==> config.mk <==
export PLATFORM = sky130hd
export DESIGN_NAME = cycle_control_flat
export DESIGN_NICKNAME = d
export VERILOG_FILES = /design/src/rtl/cycle_control.sv /design/src/rtl/cycle_control_if.sv /design/src/flat_wrapper.sv
export SDC_FILE = /design/constraint.sdc
export NUM_CORES = 1
export LEC_CHECK = 0
export CORE_MARGIN = 5
export CORE_UTILIZATION = 38
export DETAILED_ROUTE_END_ITERATION = 8
export PLACE_DENSITY_LB_ADDON = 0.1
export SYNTH_ARGS = -nofsm -noshare
export SYNTH_HDL_FRONTEND = slang
export SYNTH_SLANG_ARGS = --single-unit
==> constraint.sdc <==
create_clock -name clock -period 1.39 [get_ports clock]
set_input_delay 0.139 -clock clock [delete_from_list [all_inputs] [get_ports clock]]
set_output_delay 0.139 -clock clock [all_outputs]
set_load 0.05 [all_outputs]
==> src/rtl/cycle_control.sv <==
// -----------------------------------------------------------------------------
// cycle_control
// Eight-phase instruction-cycle sequencer and instruction decoder.
// The phase counter waits in A1 until run is high, then walks
// A2, A3, M1, M2, X1, X2, X3 and returns to A1. OPR is captured on the edge
// leaving M1 and OPA on the edge leaving M2; the decoded datapath selects are
// valid from X1 and the write strobes fire for the single X3 clock.
//
//   clock : sole clock, rising edge
//   reset : synchronous, active high; wins over run and over any phase
//   bus   : cycle_control_if.slave (see the interface file for signals)
// -----------------------------------------------------------------------------
package cycle_control_pkg;

    typedef enum logic [2:0] {
        A1 = 3'd0, A2 = 3'd1, A3 = 3'd2, M1 = 3'd3,
        M2 = 3'd4, X1 = 3'd5, X2 = 3'd6, X3 = 3'd7
    } cycle_e;

    // Accumulator write source
    localparam logic [2:0] ACC_IN_ALU   = 3'd0;
    localparam logic [2:0] ACC_IN_REG   = 3'd1;
    localparam logic [2:0] ACC_IN_IMM   = 3'd2;
    localparam logic [2:0] ACC_IN_CARRY = 3'd3;

    // Register-file write source
    localparam logic [1:0] REG_IN_ALU = 2'd0;
    localparam logic [1:0] REG_IN_ACC = 2'd1;

    // ALU function; every supported instruction is a plain adder with
    // operand/carry conditioning done by the input selects.
    localparam logic [2:0] ALU_ADD = 3'd0;

    localparam logic [1:0] IN0_ACC = 2'd0;
    localparam logic [1:0] IN0_REG = 2'd1;

    localparam logic [1:0] IN1_REG   = 2'd0;
    localparam logic [1:0] IN1_REG_N = 2'd1;
    localparam logic [1:0] IN1_ZERO  = 2'd2;
    localparam logic [1:0] IN1_ONE   = 2'd3;

    localparam logic [1:0] CIN_CARRY   = 2'd0;
    localparam logic [1:0] CIN_CARRY_N = 2'd1;
    localparam logic [1:0] CIN_ZERO    = 2'd2;
    localparam logic [1:0] CIN_ONE     = 2'd3;

endpackage

module cycle_control
    import cycle_control_pkg::*;
(
    input logic          clock,
    input logic          reset,
    cycle_control_if.slave bus
);

    cycle_e     cycle_q, cycle_d;
    logic [3:0] opr_q, opr_d;
    logic [3:0] opa_q, opa_d;

    // Decoded X3 actions before phase gating
    logic       dec_clear_carry;
    logic       dec_write_carry;
    logic       dec_clear_acc;
    logic       dec_write_acc;
    logic       dec_write_reg;
    logic       strobe_en;

    // -------------------------------------------------------------------------
    // State register
    // NOTE: sequential state uses non-blocking assignments so every register
    // samples the pre-edge value of its neighbours.
    // -------------------------------------------------------------------------
    always_ff @(posedge clock) begin
        if (reset) begin
            cycle_q <= A1;
            opr_q   <= 4'h0;
            opa_q   <= 4'h0;
        end else begin
            cycle_q <= cycle_d;
            opr_q   <= opr_d;
            opa_q   <= opa_d;
        end
    end

    // -------------------------------------------------------------------------
    // Next-state logic
    // NOTE: every variable gets a default at the top so no path leaves it
    // unassigned, which would otherwise infer a latch.
    // -------------------------------------------------------------------------
    always_comb begin
        cycle_d = cycle_q;
        opr_d   = opr_q;
        opa_d   = opa_q;
        unique case (cycle_q)
            A1: if (bus.run) cycle_d = A2;   // run matters only here
            A2: cycle_d = A3;
            A3: cycle_d = M1;
            M1: begin
                cycle_d = M2;
                opr_d   = bus.data;
            end
            M2: begin
                cycle_d = X1;
                opa_d   = bus.data;
            end
            X1: cycle_d = X2;
            X2: cycle_d = X3;
            X3: cycle_d = A1;
            default: cycle_d = A1;
        endcase
    end

    // -------------------------------------------------------------------------
    // Output logic: instruction decode from the latched OPR/OPA
    // -------------------------------------------------------------------------
    always_comb begin
        dec_clear_carry   = 1'b0;
        dec_write_carry   = 1'b0;
        dec_clear_acc     = 1'b0;
        dec_write_acc     = 1'b0;
        dec_write_reg     = 1'b0;
        bus.acc_input_sel = ACC_IN_ALU;
        bus.reg_input_sel = REG_IN_ALU;
        bus.alu_op        = ALU_ADD;
        bus.alu_in0_sel   = IN0_ACC;
        bus.alu_in1_sel   = IN1_REG;
        bus.alu_cin_sel   = CIN_CARRY;
        case (opr_q)
            4'hD: begin                        // LDM
                dec_write_acc     = 1'b1;
                bus.acc_input_sel = ACC_IN_IMM;
            end
            4'hA: begin                        // LD
                dec_write_acc     = 1'b1;
                bus.acc_input_sel = ACC_IN_REG;
            end
            4'hB: begin                        // XCH: both writes on one edge
                dec_write_acc     = 1'b1;
                bus.acc_input_sel = ACC_IN_REG;
                dec_write_reg     = 1'b1;
                bus.reg_input_sel = REG_IN_ACC;
            end
            4'h8: begin                        // ADD: acc + reg + carry
                dec_write_acc     = 1'b1;
                dec_write_carry   = 1'b1;
                bus.acc_input_sel = ACC_IN_ALU;
                bus.alu_in0_sel   = IN0_ACC;
                bus.alu_in1_sel   = IN1_REG;
                bus.alu_cin_sel   = CIN_CARRY;
            end
            4'h9: begin                        // SUB: acc + ~reg + ~carry
                dec_write_acc     = 1'b1;
                dec_write_carry   = 1'b1;
                bus.acc_input_sel = ACC_IN_ALU;
                bus.alu_in0_sel   = IN0_ACC;
                bus.alu_in1_sel   = IN1_REG_N;
                bus.alu_cin_sel   = CIN_CARRY_N;
            end
            4'h6: begin                        // INC: reg + 1, carry untouched
                dec_write_reg     = 1'b1;
                bus.reg_input_sel = REG_IN_ALU;
                bus.alu_in0_sel   = IN0_REG;
                bus.alu_in1_sel   = IN1_ONE;
                bus.alu_cin_sel   = CIN_ZERO;
            end
            4'hF: begin
                case (opa_q)
                    4'h0: begin                // CLB
                        dec_clear_acc   = 1'b1;
                        dec_clear_carry = 1'b1;
                    end
                    4'h1: dec_clear_carry = 1'b1;  // CLC
                    4'h7: begin                // TCC: acc <= carry, then clear
                        dec_write_acc     = 1'b1;
                        bus.acc_input_sel = ACC_IN_CARRY;
                        dec_clear_carry   = 1'b1;
                    end
                    default: ;                 // unsupported: NOP
                endcase
            end
            default: ;                         // includes the reset value 0/0
        endcase
    end

    // Strobes exist only in X3; a reset arriving in that same clock squashes
    // them so the datapath never commits on the edge that resets the cycle.
    assign strobe_en = (cycle_q == X3) && !reset;

    assign bus.clear_carry       = strobe_en & dec_clear_carry;
    assign bus.write_carry       = strobe_en & dec_write_carry;
    assign bus.clear_accumulator = strobe_en & dec_clear_acc;
    assign bus.write_accumulator = strobe_en & dec_write_acc;
    assign bus.write_register    = strobe_en & dec_write_reg;

    assign bus.cycle        = cycle_q;
    assign bus.sync         = (cycle_q == A1);
    assign bus.inst_operand = opa_q;

endmodule

==> src/rtl/cycle_control_if.sv <==
// -----------------------------------------------------------------------------
// cycle_control_if
// Bus between the instruction-cycle controller and its environment.
//
//   run                 : cycle-advance enable (only looked at in phase A1)
//   data[3:0]           : instruction bus nibble (OPR in M1, OPA in M2)
//   cycle[2:0]          : current phase, A1=0 .. X3=7
//   sync                : high while in phase A1
//   inst_operand[3:0]   : latched OPA
//   clear_carry, write_carry, clear_accumulator,
//   write_accumulator, write_register : one-clock datapath strobes in X3
//   acc_input_sel[2:0], reg_input_sel[1:0], alu_op[2:0],
//   alu_in0_sel[1:0], alu_in1_sel[1:0], alu_cin_sel[1:0] : datapath selects
//
// master : the side that drives run/data and consumes the decode outputs
// slave  : the controller itself
// -----------------------------------------------------------------------------
interface cycle_control_if;
    logic       run;
    logic [3:0] data;
    logic [2:0] cycle;
    logic       sync;
    logic [3:0] inst_operand;
    logic       clear_carry;
    logic       write_carry;
    logic       clear_accumulator;
    logic       write_accumulator;
    logic       write_register;
    logic [2:0] acc_input_sel;
    logic [1:0] reg_input_sel;
    logic [2:0] alu_op;
    logic [1:0] alu_in0_sel;
    logic [1:0] alu_in1_sel;
    logic [1:0] alu_cin_sel;

    modport master (
        output run, data,
        input  cycle, sync, inst_operand,
        input  clear_carry, write_carry, clear_accumulator,
        input  write_accumulator, write_register,
        input  acc_input_sel, reg_input_sel, alu_op,
        input  alu_in0_sel, alu_in1_sel, alu_cin_sel
    );

    modport slave (
        input  run, data,
        output cycle, sync, inst_operand,
        output clear_carry, write_carry, clear_accumulator,
        output write_accumulator, write_register,
        output acc_input_sel, reg_input_sel, alu_op,
        output alu_in0_sel, alu_in1_sel, alu_cin_sel
    );
endinterface

==> src/flat_wrapper.sv <==
// flat-port wrapper written by rule: the top's interface ports become plain ports
module cycle_control_flat import cycle_control_pkg::*;
  (clock, reset, bus_run, bus_data, bus_cycle, bus_sync, bus_inst_operand, bus_clear_carry, bus_write_carry, bus_clear_accumulator, bus_write_accumulator, bus_write_register, bus_acc_input_sel, bus_reg_input_sel, bus_alu_op, bus_alu_in0_sel, bus_alu_in1_sel, bus_alu_cin_sel);
  cycle_control_if bus_i ();
  input logic clock;
  input logic reset;
  input wire logic [$bits(bus_i.run)-1:0] bus_run;
  input wire logic [$bits(bus_i.data)-1:0] bus_data;
  output wire logic [$bits(bus_i.cycle)-1:0] bus_cycle;
  output wire logic [$bits(bus_i.sync)-1:0] bus_sync;
  output wire logic [$bits(bus_i.inst_operand)-1:0] bus_inst_operand;
  output wire logic [$bits(bus_i.clear_carry)-1:0] bus_clear_carry;
  output wire logic [$bits(bus_i.write_carry)-1:0] bus_write_carry;
  output wire logic [$bits(bus_i.clear_accumulator)-1:0] bus_clear_accumulator;
  output wire logic [$bits(bus_i.write_accumulator)-1:0] bus_write_accumulator;
  output wire logic [$bits(bus_i.write_register)-1:0] bus_write_register;
  output wire logic [$bits(bus_i.acc_input_sel)-1:0] bus_acc_input_sel;
  output wire logic [$bits(bus_i.reg_input_sel)-1:0] bus_reg_input_sel;
  output wire logic [$bits(bus_i.alu_op)-1:0] bus_alu_op;
  output wire logic [$bits(bus_i.alu_in0_sel)-1:0] bus_alu_in0_sel;
  output wire logic [$bits(bus_i.alu_in1_sel)-1:0] bus_alu_in1_sel;
  output wire logic [$bits(bus_i.alu_cin_sel)-1:0] bus_alu_cin_sel;
  assign bus_i.run = bus_run;
  assign bus_i.data = bus_data;
  assign bus_cycle = bus_i.cycle;
  assign bus_sync = bus_i.sync;
  assign bus_inst_operand = bus_i.inst_operand;
  assign bus_clear_carry = bus_i.clear_carry;
  assign bus_write_carry = bus_i.write_carry;
  assign bus_clear_accumulator = bus_i.clear_accumulator;
  assign bus_write_accumulator = bus_i.write_accumulator;
  assign bus_write_register = bus_i.write_register;
  assign bus_acc_input_sel = bus_i.acc_input_sel;
  assign bus_reg_input_sel = bus_i.reg_input_sel;
  assign bus_alu_op = bus_i.alu_op;
  assign bus_alu_in0_sel = bus_i.alu_in0_sel;
  assign bus_alu_in1_sel = bus_i.alu_in1_sel;
  assign bus_alu_cin_sel = bus_i.alu_cin_sel;
  cycle_control u_core (.clock(clock), .reset(reset), .bus(bus_i));
endmodule
==> results by group, run 1 <==
Run status
  • Status: finished with violations
  • Failing checks: setup timing

Floorplan
  • Num ports: 34
  • CORE AREA: 1689 um2
  • DIE HEIGHT: 51.66 um
  • Starting Density: 0.3904
  • Die area: 2668 um2
  • Die Width: 51.66 um
  • Row cnt: 15

Logic synthesis
  • Synth Cell Area: 659.4 um2
  • Register area share after synthesis: 0.3340
  • Yosys top cell area share: 0.3340
  • Yosys cell types: 27
  • Synth Area in Simple Gates: 0.3302
  • Synth Area in XOR/XNOR: 0.01328
  • Adder-cell share of the synthesized area: 0
  • Synthesis-stage register bit count: 11
  • Post-synth ARST share: 0
  • Post-synth EDFFs: 0
  • Synth Flop Type: dfxtp_1
  • Largest family of logic cells by synthesized area: simple AND/OR/NAND/NOR gates
  • Gate Count Post-Synth: 80
  • Synth Area in Compound Gates: 0.05313
  • Synth area leader: dfxtp_1
  • Top cells by area, synth: dfxtp_1 (33%), mux2i_1 (12%), buf_4 (9.1%)
  • Synth Area per Inst: 8.242 um2
  • Mux contribution to synthesized area: 0.1214
  • YS warnings: 0

STA
  • Fin crit share: 1.107
  • Worst setup margin: -149.1 ps
  • RSZ-0062 raised after global routing: true
  • Hold slack: 359.6 ps
  • Final min period: 1539 ps
  • Max Clock Freq: 0.6497 GHz
  • Final Max Slew Viols: 0
  • Final Skew: 1.968 ps
  • Final Hold Viols: 0
  • Final setup fails: 8

Place
  • Routability Congestion: 0.7237
  • Placed cell area: 1239 um2
  • Detail Placement HPWL: 1333 um
  • Port buffer count: 27

CTS
  • Clock tree buffer depth: 2
  • Worst-Skew Late Latency: 260 ps
  • Root Buffer: clkbuf_4
  • Htree depth: 1
  • CTS tree: yes
  • Clock sink count: 11
  • Clock transition at path regs: 70 ps
  • CTS buffer count: 3

Global route
  • Grt total ovfl: 0
  • Largest net degree at the start of global routing: 12
  • Gr usage total: 0.1581
  • Antenna violations before repair: 0
  • First-pass GRT wire length: 3215 um
  • Vias in the first global route: 690

Route
  • WL/cell: 14.46 um
  • DRT Wirelength: 1996 um
  • Routed Antenna Nets: 0
  • Vias per inst: 5.130
  • Initial DRC count: 2
  • Remaining DRCs: 0
  • Total iterations of the first detailed-routing run: 3
  • Routed vias: 708

Critical path
  • Worst EP required: 1250 ps
  • Worst R2R Setup Slack: 80 ps
  • Worst setup EP type: output pin
  • Startpoint Class: flop
  • Worst path arrival time: 1400 ps
  • Crit Path Max Fanout: 5
  • Crit path launch: u_core.bus.inst_operand[3]
  • Worst r2r src: u_core.bus.cycle[0]
  • Critical path class: reg -> out

Power and ir drop
  • Net Switching: 341.6 uW
  • Register share of total power: 0.361
  • Max VDD drop: 770.2 uV
  • Share of power burned in the clock network: 0.215
  • Leakage Power: 0.0005741 uW
  • Power Dens Cells: 675.8 nW/um2
  • Comb power frac: 0.424
  • Sw frac: 0.3534
  • Int Pwr: 624.9 uW

Cells and area
  • Final nets: 129
  • Antenna Cells: 0
  • Post-route cell area: 1430 um2
  • Area grow syn2layout: 116.9%
  • Layout cells sized above 1: 0.6364

Worst hold path
  • Hold path startpoint: reset
  • Worst Hold Class: in -> reg

Job
  • Max-cap viol count: 0
-- flip-flops by register name, indices dropped and copies added (netlist names) --
| register | cells |
|---|---|
| u_core.bus.inst_operand | 4 |
| u_core.opr_q | 4 |
| u_core.bus.cycle | 3 |
-- worst max-delay path, cell delays in order, from the launching register on --
cell and delay [ps]:
dfxtp_4 360, or3_4 420, nor3_4 210, buf_12 160
-- cell families after synthesis --
group / Yosys count
simple gates: 38
buf+inv: 14
other cells: 1
compound gates: 7
mux: 8
flops: 11
xor+xnor: 1
-- cells in the mapped netlist, types with 2 or more instances --
cell,instances
mux2i_1,8
buf_2,2
nor3_1,3
nand2_1,8
and4b_1,2
buf_4,8
nor2_1,11
dfxtp_1,11
a21oi_1,6
and3_1,4
-- layer usage --
metal | vias up | wire, um | global-route usage
met4 | 0 | 30 | 0.01747
met5 | - | 0 | 0
met2 | 27 | 1036 | 0.2860
li1 | 348 | - | -
met3 | 2 | 114 | 0.04585
met1 | 331 | 814 | 0.1888
-- layout by cell type (no fill, tap or decap) --
master,n
buf_12,19
buf_4,13
dfxtp_4,10
nor2_1,9
mux2i_1,8
conb_1,6
nand2_1,5
a21oi_4,5
clkdlybuf4s50_1,5
buf_6,5
and3_4,3
nand2_2,3
clkbuf_4,3
nor2_2,2
nor3b_4,2
and4b_2,2
nor3_4,2
buf_8,2
and3_2,1
nand4b_1,1
nand3_1,1
or2_4,1
or3_4,1
and4_1,1
inv_1,1
o21ai_2,1
nand3b_1,1
nand3b_2,1
xnor2_1,1
nor4_1,1
nor3_1,1
a21oi_1,1
clkbuf_1,1
dlygate4sd2_1,1
dfxtp_2,1
-- path summary, 6_finish.rpt --
| path | endpoint | cells past startpoint |
|---|---|---|
| worst max-delay path | bus_clear_accumulator | 3 |
| worst min-delay path | u_core.bus.cycle[1] | 3 |
| worst max register to register | u_core.bus.inst_operand[3] | 5 |
| worst min register to register | u_core.bus.inst_operand[0] | 2 |
-- power by group through the flow --
stage	clock, uW	sequential (uW)	combinational [uW]
after floorplan	0	410	187
after global placement	0	369	349
after detailed placement	0	369	355
after CTS	215	348	397
after global routing	227	351	432
final	208	349	410
-- stage by stage --
step / total power [uW] / setup slack, ps / util / setup TNS (ps) / instances
3_3_place_gp: 718.0 / -131.2 / 0.7333 / -301.6 / 125
2_1_floorplan: 597.8 / -147.0 / - / -167.7 / 85
5_1_grt: 1010 / -192.0 / 0.8467 / -871.5 / 138
4_1_cts: 959.8 / -158.5 / 0.8156 / -525.6 / 136
6_report: 966.5 / -149.1 / 0.8467 / -461.1 / 138
3_5_place_dp: 724.6 / -143.3 / 0.7333 / -372.2 / 125
-- final cells by class --
type / instances / area [um2]
Fill cell: 88 / 259.0
Sequential cell: 11 / 259.0
Clock buffer: 4 / 26.28
Tap cell: 17 / 21.27
Multi-Input combinational cell: 60 / 496.7
Timing Repair Buffer: 45 / 623.1
Inverter: 1 / 3.754
-- timing repair --
item / in CTS / in global routing
pin swaps: 10 / 7
hold endpoints to repair: 0 / 0
gates resized for setup: 23 / 12
setup endpoints to repair: 12 / 14
hold buffers: 0 / 0
setup buffers: 7 / 2
Power figures use the tool's default switching activity.
==> run 2: changes to the inputs <==
CORE_UTILIZATION = 40   (was 38)
CTS_BUF_LIST = sky130_fd_sc_hd__clkbuf_8   (was unset)
==> run 2 against run 1 <==
  * Final area down 0.70%
  * Fmax up 4.9%
  * Total power up 9.8%
  * Register-to-register slack worse by 40 ps
  * Highest routed layer unchanged
  * The flow still finishes with violations (setup timing)
  * Critical path type unchanged
==> results by group, run 2 (synthesis results as in run 1) <==
Route
  • Initial DRC count: 5 (+3)
  • Routed vias: 717 (+1.3%)
  • WL/cell: 16.63 um (+15%)
  • Total iterations of the first detailed-routing run: 4 (+1)
  • DRT Wirelength: 2245 um (+12%)
  • Remaining DRCs: 0 (unchanged)
  • Routed Antenna Nets: 0 (unchanged)
  • Vias per inst: 5.311 (+3.5%)

Floorplan
  • Die area: 2560 um2 (-4.0%)
  • Die Width: 50.60 um (-2.0%)
  • Num ports: 34 (unchanged)
  • Row cnt: 14 (-1)
  • DIE HEIGHT: 50.60 um (-2.0%)
  • Starting Density: 0.4278 (+0.03739)
  • CORE AREA: 1541 um2 (-8.7%)

Cells and area
  • Non-filler instance count after layout: 135 (-2.2%)
  • Fillers: 58 (-34%)
  • Final nets: 127 (-1.6%)
  • Most frequent cells in the layout: buf_12 (19), buf_4 (15), dfxtp_4 (10)
  • Post-route cell area: 1420 um2 (-0.70%)
  • Layout cells sized above 1: 0.6387 (+0.002292)
  • Antenna Cells: 0 (unchanged)
  • Area grow syn2layout: 115.4%
  • Most common cell after layout, fill and taps aside: buf_12

STA
  • Fin crit share: 1.056 (-0.05175)
  • RSZ-0062 raised after global routing: true
  • Final Max Slew Viols: 0 (unchanged)
  • Setup TNS: -369.7 ps (+91.42 ps)
  • Final Hold Viols: 0 (unchanged)
  • Final Skew: 0.7523 ps (-1.215 ps)
  • Max Clock Freq: 0.6816 GHz (+4.9%)
  • Final min period: 1467 ps (-71.93 ps)
  • Worst setup margin: -77.21 ps (+71.93 ps)
  • Final setup fails: 8 (unchanged)

Run status
  • Failing checks: setup timing
  • Status: finished with violations

Worst hold path
  • Worst Hold Class: in -> reg

CTS
  • Cts hold-fix bufs: 0 (unchanged)
  • CTS tree: yes
  • Clock transition at path regs: 50 ps (-20 ps)
  • Worst-Skew Late Latency: 230 ps (-30 ps)
  • Clock sink count: 11 (unchanged)
  • Root Buffer: clkbuf_8
  • CTS buffer count: 3 (unchanged)
  • Htree depth: 1 (unchanged)
  • Clock tree buffer depth: 2 (unchanged)

Critical path
  • Cells along the critical path: and4b_2, buf_4, and3_4, buf_12
  • Worst EP required: 1250 ps (about the same)
  • Worst path arrival time: 1330 ps (-70 ps)
  • Crit Path Max Fanout: 4 (-1)
  • Delay of the slowest cell on the worst path: 340 ps (-80 ps)
  • Critical-path top delay cell: dfxtp_4
  • Worst setup EP type: output pin
  • Critical path class: reg -> out
  • Startpoint Class: flop
  • Worst R2R Setup Slack: 40 ps (-40 ps)

Place
  • Routability Congestion: 0.7797 (+7.7%)
  • Placed cell area: 1230 um2 (-0.71%)
  • Detail Placement HPWL: 1405 um (+5.4%)
  • Cells after DPL: 123 (-1.6%)
  • Port buffer count: 27 (unchanged)

Global route
  • Largest net degree at the start of global routing: 12 (unchanged)
  • First-pass GRT wire length: 3174 um (-1.3%)
  • Vias in the first global route: 688 (-0.29%)
  • Antenna violations before repair: 0 (unchanged)
  • Gr usage total: 0.1594 (+0.001324)
  • Grt total ovfl: 0 (unchanged)

Power and ir drop
  • Power Dens Cells: 747.2 nW/um2 (+11%)
  • Leakage Power: 0.0005895 uW (+2.7%)
  • Max VDD drop: 921.2 uV (+20%)
  • Power Total: 1061 uW (+9.8%)

Job
  • Max-cap viol count: 0 (unchanged)
==> run 2: changes by cell type in the layout (fill, tap and decap cells not counted), moves of 2 or more <==
cell      delta
buf_4        +2
buf_6        -3
clkbuf_4     -3
clkbuf_8     +3
==> run 2: critical path, delay by kind of cell (launching register included) <==
kind / cells / cell delay (ps)
and+or+nand+nor: 2 / 490
buffers and inverters: 2 / 260
DFF: 1 / 340
==> run 2: area by class of cell <==
class                      count  area, um2  area share
timing repair buffer          43      589.3      0.4150
multi-input combinational     60      503.0      0.3542
sequential                    11      259.0      0.1824
clock buffer                   3      41.29     0.02907
tap                           16      20.02     0.01410
clock inverter                 1      3.754    0.002643
inverter                       1      3.754    0.002643
==> run 2: metal layers <==
layer,share of wire,global-route usage,vias to the layer above
li1,-,-,342
met1,0.36,0.1826,339
met2,0.54,0.2707,28
met3,0.057,0.05917,8
met4,0.040,0.05106,0
met5,0,0,-
==> run 2: power breakdown <==
| part | internal, uW | switching (uW) | total [uW] |
|---|---|---|---|
| logic | 179 | 229 | 408 |
| clock network | 193 | 110 | 303 |
| registers | 329 | 21.2 | 350 |
| total | 701 | 360 | 1060 |
==> run 2: what timing repair did <==
item,in CTS,in global routing
resized for setup,15,17
endpoints found under the setup margin,9,13
hold endpoints to repair,0,0
pin swaps,5,8
buffers inserted,4,4
==> run 2: path summary, 6_finish.rpt <==
kind | startpoint | endpoint | cells after the start
worst max-delay path | u_core.bus.cycle[0] | bus_write_carry | 4
worst min-delay path | reset | u_core.bus.cycle[1] | 3
worst max register to register | u_core.bus.cycle[0] | u_core.bus.inst_operand[0] | 5
worst min register to register | u_core.opr_q[2] | u_core.opr_q[2] | 2
==> run 2: stage by stage <==
stage | util | hold WS (ps) | setup WS [ps]
floorplan | - | 206.1 | -147.0
CTS | 0.8677 | 394.4 | -118.0
finish | 0.9213 | 397.0 | -77.21
detailed placement | 0.7979 | 553.3 | -139.5
global route | 0.9213 | 428.8 | -146.3
global placement | 0.7979 | 545.2 | -126.7
